`src/rtl/enc_seq_pkg.sv`:
```
// enc_seq_pkg: shared state type and latency-counter sizing for the encoder sequencer
package enc_seq_pkg;
  typedef enum logic [2:0] {IDLE, READ, WAIT, CAPT, WRITE, NEXT, DONE} state_t;
  localparam int RD_LAT_MAX = 8;
  localparam int LAT_W = $clog2(RD_LAT_MAX);
endpackage

```
`src/rtl/enc_word_counter.sv`:
```
// enc_word_counter: word index with clear/advance and a flag on the final word of a pass
module enc_word_counter #(
  parameter int ADDR_W = 6
) (
  input  logic              clk,
  input  logic              rst,
  input  logic              clr,
  input  logic              en,
  input  logic [ADDR_W:0]   len_q,
  output logic [ADDR_W-1:0] idx,
  output logic              last
);
  always_ff @(posedge clk) begin
    if (!rst) idx <= '0;
    else if (clr) idx <= '0;
    else if (en) idx <= idx + 1'b1;
  end
  assign last = {1'b0, idx} == len_q - 1'b1;
endmodule

```
`src/rtl/enc_seq_ctrl.sv`:
```
// enc_seq_ctrl: read/capture/write word sequencer with run-time length, loop mode and abort
module enc_seq_ctrl
  import enc_seq_pkg::*;
#(
  parameter int ADDR_W = 6,
  parameter int RD_LAT = 1
) (
  input  logic              clk,
  input  logic              rst,
  input  logic              start,
  input  logic              loop,
  input  logic [ADDR_W:0]   len,
  input  logic              abort,
  input  logic              wr_ready,
  output logic [ADDR_W-1:0] addr,
  output logic              rd_en,
  output logic              inreg_en,
  output logic              wr_en,
  output logic              busy,
  output logic              done,
  output logic              aborted
);
  localparam logic [ADDR_W:0] LEN_MAX = {1'b1, {ADDR_W{1'b0}}};
  localparam logic [LAT_W-1:0] LAT_END = LAT_W'(RD_LAT - 2);
  state_t state, nxt;
  logic [ADDR_W:0] len_q;
  logic loop_q, aborted_q, clr, inc, last;
  logic [LAT_W-1:0] lat;
  logic [ADDR_W-1:0] idx;
  enc_word_counter #(.ADDR_W(ADDR_W)) u_cnt (
    .clk(clk), .rst(rst), .clr(clr), .en(inc), .len_q(len_q), .idx(idx), .last(last)
  );
  always_comb begin
    nxt = state;
    clr = 1'b0;
    inc = 1'b0;
    case (state)
      IDLE: begin
        nxt = start ? ((len == '0) ? DONE : READ) : IDLE;
        clr = start && (len != '0);
      end
      READ:  nxt = (RD_LAT == 1) ? CAPT : WAIT;
      WAIT:  nxt = (lat == LAT_END) ? CAPT : WAIT;
      CAPT:  nxt = WRITE;
      WRITE: nxt = wr_ready ? NEXT : WRITE;
      NEXT: begin
        nxt = last ? DONE : READ;
        inc = !last;
      end
      DONE: begin
        nxt = loop_q ? READ : IDLE;
        clr = loop_q;
      end
      default: nxt = IDLE;
    endcase
    // abort wins over every transition, including a write accepted this cycle
    if (abort && state != IDLE) begin
      nxt = IDLE;
      clr = 1'b0;
      inc = 1'b0;
    end
  end
  always_ff @(posedge clk) begin
    if (!rst) begin
      state     <= IDLE;
      len_q     <= '0;
      loop_q    <= 1'b0;
      lat       <= '0;
      aborted_q <= 1'b0;
    end else begin
      state     <= nxt;
      aborted_q <= abort && state != IDLE;
      lat       <= (state == WAIT) ? lat + 1'b1 : '0;
      if (state == IDLE && start && len != '0) begin
        len_q  <= (len > LEN_MAX) ? LEN_MAX : len;
        loop_q <= loop;
      end
    end
  end
  assign busy     = state != IDLE;
  assign addr     = busy ? idx : '0;
  assign rd_en    = state == READ;
  assign inreg_en = state == CAPT;
  assign wr_en    = state == WRITE;
  assign done     = state == DONE;
  assign aborted  = aborted_q;
endmodule

```
`config.mk`:
```
export PLATFORM = sky130hd
export DESIGN_NAME = enc_seq_ctrl
export DESIGN_NICKNAME = d
export VERILOG_FILES = /design/src/rtl/enc_seq_pkg.sv /design/src/rtl/enc_word_counter.sv /design/src/rtl/enc_seq_ctrl.sv
export SDC_FILE = /design/constraint.sdc
export NUM_CORES = 1
export LEC_CHECK = 0
export ABC_CLOCK_PERIOD_IN_PS = 2200
export CORE_ASPECT_RATIO = 1.4
export CORE_MARGIN = 4
export CORE_UTILIZATION = 47
export DETAILED_ROUTE_END_ITERATION = 12
export PLACE_DENSITY = 0.73
export SKIP_CTS_REPAIR_TIMING = 1
export SYNTH_ARGS = -nofsm -noshare
export SYNTH_HDL_FRONTEND = slang
export SYNTH_SLANG_ARGS = --single-unit
```
`constraint.sdc`:
```
create_clock -name clk -period 2.2 [get_ports clk]
set_clock_uncertainty 0.2 [all_clocks]
set_input_delay 0.22 -clock clk [delete_from_list [all_inputs] [get_ports clk]]
set_output_delay 0.22 -clock clk [all_outputs]
set_load 0.02 [all_outputs]
```
==> results_dict.tcl <==
set metrics [dict create \
    hold_violations 0 \
    ys_types 52 \
    routed_via_density 5.54 \
    arrival_ns 1.70 \
    drt_pre_antenna_iters 4 \
    vdd_drop_max_mv 0.397 \
    grt_max_degree 15 \
    ios 25 \
    hp-class "flop to flop" \
    crit_fanout 12 \
    synth_cells 163 \
    fin_crit_sh_pct 96.3 \
    path_clk_slew_ns 0.08 \
    worst_pin_slew_ns 0.440 \
    fillers 241 \
    dp_hpwl_mm 2.60 \
    period_needed_ns 2.12 \
    power_density_nw_per_um2 564 \
    syn_area_per_cell_um2 8.57 \
    grtUsageMet1_pct 20.9 \
    ys_warn_count 0 \
    die-area_um2 3920 \
    core.rowCount 23 \
    multi_input_area_um2 932 \
    grt_pass1_wl_mm 5.40 \
    hold_path_depth 1 \
    drv_cap 0 \
    ctsRootBufferMaster "clkbuf_8" \
    total_power_mw 1.02 \
    grt_setup_unrepaired "true" \
    cp-start-kind "flop" \
    wl_per_cell_um 14.1 \
    synth_top_cell_area_share_pct 30.1 \
    core-area_um2 2850 \
    final_common_cell "clkdlybuf4s50_1" \
    fin_hold_ws_ns 0.239 \
    rrSetupSlack_ns 0.09 \
    end_kind "output pin" \
    wirelength_mm 3.24 \
    async_flop_share_pct 0 \
    ys_top_cells_by_area "dfxtp_1 30%, nor2b_1 7.6%, a21oi_1 3.9%, ha_1 3.6%, nor3b_1 3.2%" \
    initial_core_util_pct 49.0 \
    synth_flop_cell "dfxtp_1" \
    met2_usage_pct 32.9 \
    die_w_um 54.1 \
    max-slew-margin-rel_pct 70.6 \
    io_buffers 24 \
    syn_area_um2 1400 \
    worstHoldEndpoint "lat[0]" \
    ys_seq_elements 21 \
    antenna_found_initial 0 \
    grtUsageMet3_pct 2.46 \
    status "finished, final reports clean" \
    grt_pass1_vias 1232 \
    nets 210 \
    power_leakage_nw 0.697 \
    dr_total_vias 1268 \
    hold_start "lat[0]" \
    drive_above_1_share_pct 20.3 \
    clockBufferDepth 2 \
    reg2reg_to "u_cnt.idx[4]" \
    drc 0 \
    track_usage_pct 18.0 \
    grt.busiest_layer "met2" \
    synth_edf_count 0 \
    overflow 0 \
    cts_tree "built" \
    r2r_start "len_q[0]" \
    cts_made_buffers 3 \
    clk_latency_ns 0.25 \
    final_cell_mix "24 x clkdlybuf4s50_1, 18 x dfxtp_1, 15 x nor2b_1, 11 x a21oi_1, 11 x buf_4" \
    worstPathRequired_ns 1.78 \
    place.gp.congestion 0.839 \
    maxSlewViolCount 0 \
    setup_viol 0 \
    die_height_um 72.5 \
    seqCellArea_um2 424 \
    antennaDiodeCount 0 \
    path_class "flop to output pin" \
    cts.sinks 21 \
    reg2regPathDepth 8 \
    syn-num-nets 180 \
    postRouteAntennaNets 0 \
    area_growth_pct 29.2 \
    drt_iter0_markers 26 \
    ctsHtreeMaxLevel 1 \
    yosysSeqAreaShare_pct 30.1 \
    max_freq_ghz 0.472 \
    yosys.area.top_type "dfxtp_1" \
]
-- worst max-delay path by stage --
stage	from	endpoint	cells past startpoint
2_1_floorplan	len_q[1]	u_cnt.idx[5]	10
3_3_place_gp	len[3]	state[2]	6
3_5_place_dp	len[3]	state[2]	6
4_1_cts	state[0]	rd_en	3
5_1_grt	len_q[0]	state[1]	7
6_report	state[0]	rd_en	3
-- power breakdown --
part	total, mW	switching, mW	leakage (nW)	internal (mW)
clock	0.251	0.122	0.0228	0.129
sequential	0.444	0.0401	0.172	0.404
combinational	0.321	0.159	0.502	0.162
total	1.02	0.321	0.697	0.695
-- per-stage QoR --
step	util, %	instance area [µm²]	instances	TNS, ns	setup WS (ns)
2_1_floorplan	-	1400	163	0	0.0546
3_3_place_gp	59.8	1700	225	-0.165	-0.109
3_5_place_dp	59.8	1700	225	-0.669	-0.114
4_1_cts	61.4	1750	229	-0.686	-0.0839
5_1_grt	63.3	1800	229	-0.0250	-0.0207
6_report	63.3	1800	229	0	0.0810
-- registers in the layout, summed over array words and instances (netlist names) --
| name | flops |
|---|---|
| loop_q | 1 |
| u_cnt.idx | 6 |
| len_q | 7 |
| state | 3 |
| lat | 3 |
| aborted | 1 |
-- area by class of cell --
type                       count  area share (%)
inverter                       9            1.87
timing repair buffer          35            17.9
tap                           37            2.57
sequential                    21            23.5
multi-input combinational    123            51.7
clock buffer                   4            2.50
-- per-layer routing --
| layer | up-vias | wire length (µm) |
|---|---|---|
| met5 | - | 0 |
| li1 | 642 | - |
| met1 | 597 | 1370 |
| met3 | 8 | 71 |
| met4 | 0 | 65 |
| met2 | 21 | 1740 |
-- kinds of logic after synthesis --
logic type      Yosys count  synth area share [%]
xor+xnor                  7                  4.39
buf+inv                  19                  6.81
mux                       2                  1.52
flops                    21                  30.1
compound gates           38                  21.5
fa+ha+maj                 4                  3.58
simple gates             72                  32.1
-- synthesized netlist by cell type (2+ instances only) --
library cell and instances:
xor2_1 2, nor3b_1 6, xnor2_1 5, o311ai_1 2, clkbuf_1 3, buf_6 2, nand2_1 7, dfxtp_1 21
o21bai_1 3, nor3_1 5, inv_1 9, o21a_1 2, nand3_1 4, a21o_1 3, and3_1 4, and3_2 2
buf_2 4, and2_1 2, a21oi_1 11, nand4_1 2, nand3b_1 3, ha_1 4, nor2_1 10, nor2b_1 17
o21ai_0 3
-- worst max-delay path: stages (launching register included) --
cell             delay, ns
dfxtp_2               0.46
nor2b_2               0.23
nor2b_1               0.15
clkdlybuf4s50_1       0.61
No activity file was read; power rests on OpenSTA's default activity.
